**config.mk**
```make
export PLATFORM = sky130hd
export DESIGN_NAME = mem_controller_rr
export DESIGN_NICKNAME = d
export VERILOG_FILES = /design/src/rtl/mem_controller_rr.sv
export SDC_FILE = /design/constraint.sdc
export NUM_CORES = 1
export LEC_CHECK = 0
export CAP_MARGIN = 30
export CELL_PAD_IN_SITES_DETAIL_PLACEMENT = 2
export CELL_PAD_IN_SITES_GLOBAL_PLACEMENT = 2
export CORE_MARGIN = 5
export CORE_UTILIZATION = 26
export CTS_BUF_LIST = sky130_fd_sc_hd__clkbuf_8
export DETAILED_ROUTE_END_ITERATION = 8
export GPL_ROUTABILITY_DRIVEN = 0
export PLACE_DENSITY_LB_ADDON = 0.1
export SYNTH_ARGS = -nofsm -noshare
export SYNTH_HDL_FRONTEND = slang
export SYNTH_SLANG_ARGS = --single-unit
export TNS_END_PERCENT = 20
```
**constraint.sdc**
```tcl
create_clock -name clk -period 5.32 [get_ports clk]
set_clock_uncertainty 0.2 [all_clocks]
set_input_delay 0.798 -clock clk [delete_from_list [all_inputs] [get_ports clk]]
set_output_delay 0.798 -clock clk [all_outputs]
set_load 0.01 [all_outputs]
```
**src/rtl/mem_controller_rr.sv**
```systemverilog
// mem_controller_rr: round-robin arbiter that maps NUM_CONSUMERS load/store
// requesters onto NUM_CHANNELS independent memory channels. Each channel runs
// a small FSM; all outputs are registered next-state values.
module mem_controller_rr #(
  parameter int ADDR_BITS     = 8,
  parameter int DATA_BITS     = 16,
  parameter int NUM_CONSUMERS = 4,
  parameter int NUM_CHANNELS  = 2,
  parameter bit WRITE_ENABLE  = 1'b1
) (
  input  logic                     clk,
  input  logic                     reset,
  input  logic [NUM_CONSUMERS-1:0] consumer_read_valid,
  input  logic [ADDR_BITS-1:0]     consumer_read_address [NUM_CONSUMERS],
  output logic [NUM_CONSUMERS-1:0] consumer_read_ready,
  output logic [DATA_BITS-1:0]     consumer_read_data [NUM_CONSUMERS],
  input  logic [NUM_CONSUMERS-1:0] consumer_write_valid,
  input  logic [ADDR_BITS-1:0]     consumer_write_address [NUM_CONSUMERS],
  input  logic [DATA_BITS-1:0]     consumer_write_data [NUM_CONSUMERS],
  output logic [NUM_CONSUMERS-1:0] consumer_write_ready,
  output logic [NUM_CHANNELS-1:0]  mem_read_valid,
  output logic [ADDR_BITS-1:0]     mem_read_address [NUM_CHANNELS],
  input  logic [NUM_CHANNELS-1:0]  mem_read_ready,
  input  logic [DATA_BITS-1:0]     mem_read_data [NUM_CHANNELS],
  output logic [NUM_CHANNELS-1:0]  mem_write_valid,
  output logic [ADDR_BITS-1:0]     mem_write_address [NUM_CHANNELS],
  output logic [DATA_BITS-1:0]     mem_write_data [NUM_CHANNELS],
  input  logic [NUM_CHANNELS-1:0]  mem_write_ready,
  output logic [NUM_CHANNELS-1:0]  channel_busy
);

  localparam int PW  = (NUM_CONSUMERS > 1) ? $clog2(NUM_CONSUMERS) : 1;
  localparam int PW1 = PW + 1;

  typedef logic [PW-1:0] cidx_t;
  typedef enum logic [2:0] {
    IDLE           = 3'd0,
    READ_WAITING   = 3'd1,
    WRITE_WAITING  = 3'd2,
    READ_RELAYING  = 3'd3,
    WRITE_RELAYING = 3'd4
  } state_t;

  state_t                   state     [NUM_CHANNELS];
  state_t                   state_nxt [NUM_CHANNELS];
  cidx_t                    owner     [NUM_CHANNELS];
  cidx_t                    owner_nxt [NUM_CHANNELS];
  logic [NUM_CONSUMERS-1:0] serving, serving_nxt, claimed;
  cidx_t                    rr_ptr, rr_ptr_nxt, cand, pick;
  logic                     found, hit;

  logic [NUM_CONSUMERS-1:0] rd_ready_nxt, wr_ready_nxt;
  logic [DATA_BITS-1:0]     rd_data_nxt [NUM_CONSUMERS];
  logic [NUM_CHANNELS-1:0]  m_rv_nxt, m_wv_nxt, busy_nxt;
  logic [ADDR_BITS-1:0]     m_ra_nxt [NUM_CHANNELS];
  logic [ADDR_BITS-1:0]     m_wa_nxt [NUM_CHANNELS];
  logic [DATA_BITS-1:0]     m_wd_nxt [NUM_CHANNELS];

  // (base + k) mod NUM_CONSUMERS; base < NUM_CONSUMERS and k <= NUM_CONSUMERS,
  // so one conditional subtraction covers the wrap.
  function automatic cidx_t cons_at(input cidx_t base, input int k);
    logic [PW1-1:0] s;
    s = {1'b0, base} + PW1'(k);
    if (s >= PW1'(NUM_CONSUMERS)) begin
      s = s - PW1'(NUM_CONSUMERS);
    end else begin
      s = s;
    end
    return s[PW-1:0];
  endfunction

  // Arbitration and per-channel FSM next state; channels are visited in index
  // order so a claim by a lower channel hides that consumer from higher ones.
  always_comb begin
    state_nxt    = state;
    owner_nxt    = owner;
    serving_nxt  = serving;
    claimed      = serving;
    rr_ptr_nxt   = rr_ptr;
    rd_ready_nxt = consumer_read_ready;
    wr_ready_nxt = consumer_write_ready;
    rd_data_nxt  = consumer_read_data;
    m_rv_nxt     = mem_read_valid;
    m_wv_nxt     = mem_write_valid;
    m_ra_nxt     = mem_read_address;
    m_wa_nxt     = mem_write_address;
    m_wd_nxt     = mem_write_data;
    busy_nxt     = '0;
    found        = 1'b0;
    hit          = 1'b0;
    cand         = '0;
    pick         = '0;
    for (int i = 0; i < NUM_CHANNELS; i++) begin
      case (state[i])
        IDLE: begin
          found = 1'b0;
          pick  = '0;
          for (int k = 0; k < NUM_CONSUMERS; k++) begin
            cand  = cons_at(rr_ptr, k);
            hit   = !found && !claimed[cand] &&
                    (consumer_read_valid[cand] || (WRITE_ENABLE && consumer_write_valid[cand]));
            pick  = hit ? cand : pick;
            found = found | hit;
          end
          if (found) begin
            claimed[pick]     = 1'b1;
            serving_nxt[pick] = 1'b1;
            owner_nxt[i]      = pick;
            rr_ptr_nxt        = cons_at(pick, 1);
            // A simultaneous read and write from one consumer: read goes first.
            if (consumer_read_valid[pick]) begin
              m_rv_nxt[i]  = 1'b1;
              m_ra_nxt[i]  = consumer_read_address[pick];
              state_nxt[i] = READ_WAITING;
            end else begin
              m_wv_nxt[i]  = 1'b1;
              m_wa_nxt[i]  = consumer_write_address[pick];
              m_wd_nxt[i]  = consumer_write_data[pick];
              state_nxt[i] = WRITE_WAITING;
            end
          end else begin
            state_nxt[i] = IDLE;
          end
        end
        READ_WAITING: begin
          if (mem_read_ready[i]) begin
            m_rv_nxt[i]              = 1'b0;
            rd_ready_nxt[owner[i]]   = 1'b1;
            rd_data_nxt[owner[i]]    = mem_read_data[i];
            state_nxt[i]             = READ_RELAYING;
          end else begin
            state_nxt[i] = READ_WAITING;
          end
        end
        WRITE_WAITING: begin
          if (mem_write_ready[i]) begin
            m_wv_nxt[i]            = 1'b0;
            wr_ready_nxt[owner[i]] = 1'b1;
            state_nxt[i]           = WRITE_RELAYING;
          end else begin
            state_nxt[i] = WRITE_WAITING;
          end
        end
        READ_RELAYING: begin
          if (!consumer_read_valid[owner[i]]) begin
            rd_ready_nxt[owner[i]] = 1'b0;
            serving_nxt[owner[i]]  = 1'b0;
            state_nxt[i]           = IDLE;
          end else begin
            state_nxt[i] = READ_RELAYING;
          end
        end
        WRITE_RELAYING: begin
          if (!consumer_write_valid[owner[i]]) begin
            wr_ready_nxt[owner[i]] = 1'b0;
            serving_nxt[owner[i]]  = 1'b0;
            state_nxt[i]           = IDLE;
          end else begin
            state_nxt[i] = WRITE_RELAYING;
          end
        end
        default: begin
          state_nxt[i] = IDLE;
        end
      endcase
      busy_nxt[i] = (state_nxt[i] != IDLE);
    end
  end

  // State, pointer and registered outputs; a read-only build pins write handshakes low.
  always_ff @(posedge clk) begin
    if (reset) begin
      for (int i = 0; i < NUM_CHANNELS; i++) begin
        state[i]             <= IDLE;
        owner[i]             <= '0;
        mem_read_address[i]  <= '0;
        mem_write_address[i] <= '0;
        mem_write_data[i]    <= '0;
      end
      for (int c = 0; c < NUM_CONSUMERS; c++) begin
        consumer_read_data[c] <= '0;
      end
      serving              <= '0;
      rr_ptr               <= '0;
      consumer_read_ready  <= '0;
      consumer_write_ready <= '0;
      mem_read_valid       <= '0;
      mem_write_valid      <= '0;
      channel_busy         <= '0;
    end else begin
      state                <= state_nxt;
      owner                <= owner_nxt;
      mem_read_address     <= m_ra_nxt;
      mem_write_address    <= m_wa_nxt;
      mem_write_data       <= m_wd_nxt;
      consumer_read_data   <= rd_data_nxt;
      serving              <= serving_nxt;
      rr_ptr               <= rr_ptr_nxt;
      consumer_read_ready  <= rd_ready_nxt;
      consumer_write_ready <= WRITE_ENABLE ? wr_ready_nxt : '0;
      mem_read_valid       <= m_rv_nxt;
      mem_write_valid      <= WRITE_ENABLE ? m_wv_nxt : '0;
      channel_busy         <= busy_nxt;
    end
  end

endmodule

```
==> summary.md, run 1 <==
| Metric | Value |
|---|---|
| PortBufs | `315` |
| Slew @ Worst Pin | `0.778 ns` |
| Hold Path Class | `register to register` |
| Fraction of registers with async set/reset | `0` |
| Sw Share | `0.502` |
| Die Y | `199 um` |
| Initial DRC count | `406` |
| Global-route wire length before repair | `67,800 um` |
| Layout Area Growth over Synthesis | `42.6%` |
| Crit end category | `register` |
| Synth top area cells | `dfxtp_1 (34%), nand2_1 (11%), mux2i_1 (8.8%)` |
| Largest net degree at the start of global routing | `69` |
| Clock-pin slew on the worst setup and hold paths | `0.09 ns` |
| Cell internal pwr | `4100 uW` |
| Via/cell ratio | `5.32` |
| Final WL | `44,800 um` |
| Vias in the first global route | `11,100` |
| Die width | `199 um` |
| Worst setup path class | `input port to register` |
| Yosys top cell by area | `dfxtp_1` |
| Resized cells post-CTS | `0` |
| Sequential share of power | `0.211` |
| Seq/Total Area, Yosys | `0.341` |
| Area share of the largest cell type after synthesis | `0.341` |
| Ports | `316` |
| R2R cell count | `13` |
| Worst EP required | `5.55 ns` |
| Post-route ant nets | `0` |
| CP Data Arrival Time | `4.78 ns` |
| Post-synth EDFFs | `0` |
| Non-filler cells, final | `1,940` |
| Initial Util | `0.262` |
| Fin nets | `1,640` |
| Max-cap viol count | `0` |
| CP Max Fanout | `48` |
| Root Driver | `clkbuf_8` |
| Proportion of layout cells with a drive suffix above 1 | `0.0685` |
| Hold Buf Count CTS | `0` |
| Top-count cell post-synth | `nand2_1` |
| Hold-critical path depth | `2` |
| Mapped cell area | `9280 um2` |
| Max Slew Vio Count | `0` |
| DRC violations left | `0` |
| CTS tree | `built` |
| Max rail drop VDD | `0.683 mV` |
| FMAX | `0.219 GHz` |
| RSZ-0062 raised after global routing | `false` |
| Min Clock Period, post-route | `4.56 ns` |
| Flops & latches, synth | `158` |
| Initial antenna violation count | `9` |
| Final worst path period share | `0.856` |
| WHS | `0.263 ns` |
| GRT Util Overall | `0.221` |
| Pwr dens | `621 nW/um2` |
| Placed instance area | `12,800 um2` |
| CTS buffer count | `17` |
| Design area | `13,200 um2` |
| Post-synth top flop | `dfxtp_1` |
| CP Launch Type | `input port` |
| Drt wl/cell | `23.1 um` |
| Worst rel slew slack | `0.481` |
| Count of final setup violators | `0` |
| DP Wirelength | `32,400 um` |
| Via count | `10,300` |
| Endpoints failing hold | `0` |
| Power share of the combinational group | `0.675` |
| Status | `complete, no violations` |
| Clock latency on the worst-skew pair | `0.49 ns` |
| Die Area | `39,600 um2` |
| Net count after synthesis | `1,382` |
| Drt pass-1 iters | `7` |
| Lkg Pwr | `0.00499 uW` |
| Std cell rows | `69` |
| Area of the core | `35,400 um2` |
| Cells after Synth | `1,204` |
| Ys Warns | `0` |
| Fin Setup TNS | `0 ns` |
| Fillcell total | `4,059` |
| Clock Path Buffers | `2` |
| P_sw | `4120 uW` |
| Clock power share | `0.114` |
| H-tree levels | `4` |
| Clock sink count | `158` |
| GRT overflow | `0` |
| Post-CTS Repair Setup Buffers | `0` |
| Placed insts | `1,904` |
| Top post-synthesis cells by count | `nand2_1 (269), dfxtp_1 (158), nor2_1 (139)` |
| Synth unique cells | `70` |
| Syn avg cell area | `7.71 um2` |
-- final timing paths --
check                                endpoint                      startpoint  slack [ns]
max          mem_read_address[2]$_SDFFE_PP0P_         consumer_write_valid[3]        0.76
min            mem_write_data[0]$_SDFFE_PP0P_  mem_write_data[0]$_SDFFE_PP0P_        0.26
max reg2reg  mem_read_address[1]$_SDFFE_PP0P_            rr_ptr[0]$_SDFF_PP0_        0.93
min reg2reg    mem_write_data[0]$_SDFFE_PP0P_  mem_write_data[0]$_SDFFE_PP0P_        0.26
-- cells in the final DEF (no fill, tap or decap), drive strengths merged, types with 6 or more instances in the layout --
master / n
a211oi: 76
nor3: 10
mux2i: 82
o22ai: 9
clkdlybuf4s50: 314
nand3: 6
o21ai: 14
inv: 13
a21o: 6
clkbuf: 18
a22oi: 6
buf: 35
o31ai: 8
nor2: 139
clkinv: 6
dfxtp: 158
and2: 26
a311oi: 50
a311o: 24
and3: 32
a21oi: 85
nand2: 269
-- critical path: stages --
cell	delay, ns
clkdlybuf4s50_1	0.66
o21bai_2	0.23
a32oi_1	0.33
nand4_1	0.33
o21ai_0	0.40
o21ai_1	0.24
a311oi_1	0.39
a22oi_1	0.20
nand2_2	0.11
buf_4	0.46
mux2i_1	0.37
mux2i_1	0.13
nor2_1	0.09
-- state kept, by name, indices dropped and copies added (netlist names), 4 cells and up --
signal                cells
mem_write_address        16
consumer_write_ready      4
mem_write_data           32
owner                     4
consumer_read_data       64
mem_read_address         16
state                     6
serving                   4
consumer_read_ready       4
-- area by class of cell --
class	count	area, um2	share of cell area
Multi-Input combinational cell	927	5630	0.425
Timing Repair Buffer	349	3440	0.260
Sequential cell	158	3160	0.239
Tap cell	461	577	0.0436
Clock buffer	18	248	0.0187
Clock inverter	13	134	0.0101
Inverter	9	33.8	0.00255
Antenna cell	5	12.5	0.000945
-- metrics by stage --
| step | worst slack (ns) | util | total power (uW) |
|---|---|---|---|
| final | 0.764 | 0.374 | 8220 |
| after global routing | 0.417 | 0.374 | 8870 |
| after floorplan | 1.22 | - | 5370 |
| after CTS | 0.781 | 0.374 | 8360 |
| after global placement | 0.430 | 0.363 | 7240 |
| after detailed placement | 0.275 | 0.363 | 7370 |
-- power groups by stage --
stage	combinational [uW]	sequential [uW]	clock [uW]
5_1_grt	6080	1770	1020
3_3_place_gp	5490	1750	0
3_5_place_dp	5610	1760	0
2_1_floorplan	3620	1760	0
6_report	5550	1730	935
4_1_cts	5650	1730	974
-- metal layers --
layer	share of wire	GRT usage	wire (um)
met5	0.0012	0	53
met3	0.061	0.0630	2750
met2	0.49	0.380	21800
met1	0.44	0.273	19500
met4	0.015	0.0550	653
-- kinds of logic after synthesis --
logic type | count (synthesis) | share of synthesized area
AO/OA/AOI/OAI | 325 | 0.259
XOR/XNOR | 1 | 0.000944
adder cells (fa/ha/maj) | 4 | 0.00539
buffers and inverters | 119 | 0.0570
flip-flops | 158 | 0.341
multiplexers | 87 | 0.101
AND/OR/NAND/NOR | 510 | 0.236
No activity file was read; power rests on OpenSTA's default activity.
==> run 2: changes to the inputs <==
==> constraint.sdc (replaced) <==
create_clock -name clk -period 5.32 [get_ports clk]
set_clock_uncertainty 0.2 [all_clocks]
set_input_delay 0.798 -clock clk [delete_from_list [all_inputs] [get_ports clk]]
set_output_delay 0.798 -clock clk [all_outputs]
set_load 0.1 [all_outputs]
==> summary.md, run 2 (synthesis results as in run 1) <==
| Metric | Value |
|---|---|
| CTS tree | `built` |
| Clock sink count | `158` |
| Area of the core | `35,400 um2` |
| RSZ-0062 raised after global routing | `false` |
| Via count | `10,400` |
| CP max stage delay | `0.66 ns` |
| Slew @ Worst Pin | `1.07 ns` |
| Top delay family on crit path | `compound AO/OA/AOI/OAI gates` |
| WHS | `0.262 ns` |
| Reg2reg setup slack | `0.92 ns` |
| GRT Util Overall | `0.224` |
| Most common cell after layout, fill and taps aside | `clkdlybuf4s50_1` |
| Non-filler cells, final | `1,973` |
| Largest net degree at the start of global routing | `69` |
| Crit Reg-Reg Startpoint | `rr_ptr[0]$_SDFF_PP0_` |
| CP Max Fanout | `48` |
| Die Y | `199 um` |
| Design area | `14,100 um2` |
| Fin nets | `1,672` |
| Final setup margin | `0.700 ns` |
| CTS buffer count | `17` |
| Biggest regs | `consumer_read_data: 64 flops, mem_write_data: 32 flops` |
| Fin Setup TNS | `0 ns` |
| Placed insts | `1,932` |
| Initial DRC count | `436` |
| Die Area | `39,600 um2` |
| Max Slew Vio Count | `0` |
| Hold Path Class | `register to register` |
| CP Data Arrival Time | `4.84 ns` |
| FMAX | `0.216 GHz` |
| Drt pass-1 iters | `5` |
| Hold Buf Count CTS | `0` |
| Global-route wire length before repair | `68,800 um` |
| Pwr dens | `720 nW/um2` |
| Count of final setup violators | `0` |
| Worst Setup SP | `consumer_write_valid[3]` |
| Die width | `199 um` |
| Clock Path Buffers | `2` |
| WHS Endpoint | `mem_write_data[2]$_SDFFE_PP0P_` |
| Post-CTS Repair Setup Buffers | `0` |
| Clock-pin slew on the worst setup and hold paths | `0.09 ns` |
| Commonest cells after routing, fill and taps aside | `clkdlybuf4s50_1 (314), nand2_1 (267), dfxtp_1 (158), nor2_1 (138), a21oi_1 (84)` |
| Worst EP required | `5.54 ns` |
| Lkg Pwr | `0.00536 uW` |
| Post-route ant nets | `0` |
| Crit path cell chain | `clkdlybuf4s50_1, o21bai_2, a32oi_1, nand4_1, o21ai_0, o21ai_1, a311oi_1, a22oi_1, nand2_2, buf_4, mux2i_1, mux2i_1, nor2_1` |
| R2R cell count | `13` |
| Worst setup path class | `input port to register` |
| H-tree levels | `4` |
| Worst path depth | `13` |
| Drt wl/cell | `23.1 um` |
| Root Driver | `clkbuf_8` |
| Worst rel slew slack | `0.282` |
| Final worst path period share | `0.868` |
| Final WL | `45,500 um` |
| Reg with most FFs | `consumer_read_data` |
| PortBufs | `315` |
| DRC violations left | `0` |
| Clock latency on the worst-skew pair | `0.49 ns` |
| Initial Util | `0.262` |
| Max rail drop VDD | `0.645 mV` |
| Pre-CTS setup slack | `0.244 ns` |
| Ports | `316` |
| CP bufs+invs | `2` |
| Via/cell ratio | `5.27` |
| CP max-delay cell | `clkdlybuf4s50_1` |
| Resized cells post-CTS | `0` |
| Std cell rows | `69` |
| Largest register FFs | `64` |
| Max-cap viol count | `0` |
| Reg-to-reg endpoint | `mem_read_address[2]$_SDFFE_PP0P_` |
| Crit end category | `register` |
| Min-delay src | `mem_write_data[2]$_SDFFE_PP0P_` |
| Placed instance area | `13,600 um2` |
| Vias in the first global route | `11,400` |
| CP Launch Type | `input port` |
| Endpoints failing hold | `0` |
| DP Wirelength | `33,100 um` |
| Min Clock Period, post-route | `4.62 ns` |
| GRT overflow | `0` |
| Fillcell total | `3,976` |
| Layout Area Growth over Synthesis | `52.1%` |
| CP most frequent cell | `mux2i_1` |
| Status | `complete, no violations` |
| Hold-critical path depth | `2` |
| Proportion of layout cells with a drive suffix above 1 | `0.0883` |
| Initial antenna violation count | `8` |
## run 2: changes by cell type in the layout (fill, tap and decap cells not counted), sizes merged
cell | before | now
clkinv | 6 | 3
inv | 13 | 18
buf | 35 | 67
clkbuf | 18 | 17
## run 2: routing by layer
layer  GRT usage  wire length (um)  vias to the layer above
li1            -                 -                     4929
met1       0.277             19800                     5210
met2       0.386             22400                      228
met3      0.0623              2600                       36
met4      0.0595               686                        4
met5           0                29                        -
## run 2: through the flow
| stage | utilization | power (uW) |
|---|---|---|
| after floorplan | - | 6950 |
| after global placement | 0.363 | 8820 |
| after detailed placement | 0.385 | 9290 |
| after CTS | 0.396 | 10300 |
| after global routing | 0.399 | 10800 |
| final | 0.399 | 10200 |
## run 2: how the worst max path moves through the flow
| stage | endpoint | slack [ns] |
|---|---|---|
| after floorplan | rr_ptr[1]$_SDFF_PP0_ | 1.22 |
| after global placement | mem_read_address[3]$_SDFFE_PP0P_ | 0.43 |
| after detailed placement | mem_write_data[9]$_SDFFE_PP0P_ | 0.24 |
| after CTS | mem_write_data[9]$_SDFFE_PP0P_ | 0.77 |
| after global routing | mem_write_data[13]$_SDFFE_PP0P_ | 0.38 |
| final | mem_read_address[2]$_SDFFE_PP0P_ | 0.70 |
## run 2: final cells by class
cell class                      count  area (um2)  share of cell area
Tap cell                          461         577              0.0408
Antenna cell                        5        12.5            0.000886
Multi-Input combinational cell    927        5630               0.399
Inverter                            9        33.8             0.00239
Clock buffer                       17         234              0.0166
Timing Repair Buffer              381        4320               0.306
Clock inverter                     15         150              0.0106
Sequential cell                   158        3160               0.224
## run 2: worst reg2reg max path: cells and delay by family (launching register included)
kind	cells	cell delay (ns)
compound gates	5	1.36
flops	1	0.71
simple gates	4	0.85
mux	2	0.54
buf+inv	2	0.66
## run 2: power breakdown
group          total, uW  internal (uW)  switching, uW
registers           1730           1490            244
logic               7500           2500           5010
clock network        939            386            553
total              10200           4370           5800
==> run 3: changes to the inputs <==
--- a/config.mk
+++ b/config.mk
@@ -13,7 +13,9 @@
 export CTS_BUF_LIST = sky130_fd_sc_hd__clkbuf_8
 export DETAILED_ROUTE_END_ITERATION = 8
 export GPL_ROUTABILITY_DRIVEN = 0
+export HOLD_SLACK_MARGIN = 0.06
 export PLACE_DENSITY_LB_ADDON = 0.1
+export SKIP_CTS_REPAIR_TIMING = 1
 export SYNTH_ARGS = -nofsm -noshare
 export SYNTH_HDL_FRONTEND = slang
 export SYNTH_SLANG_ARGS = --single-unit
==> results of run 3 <==
Same layout as run 2: the final DEF is identical, and so are final timing and power.
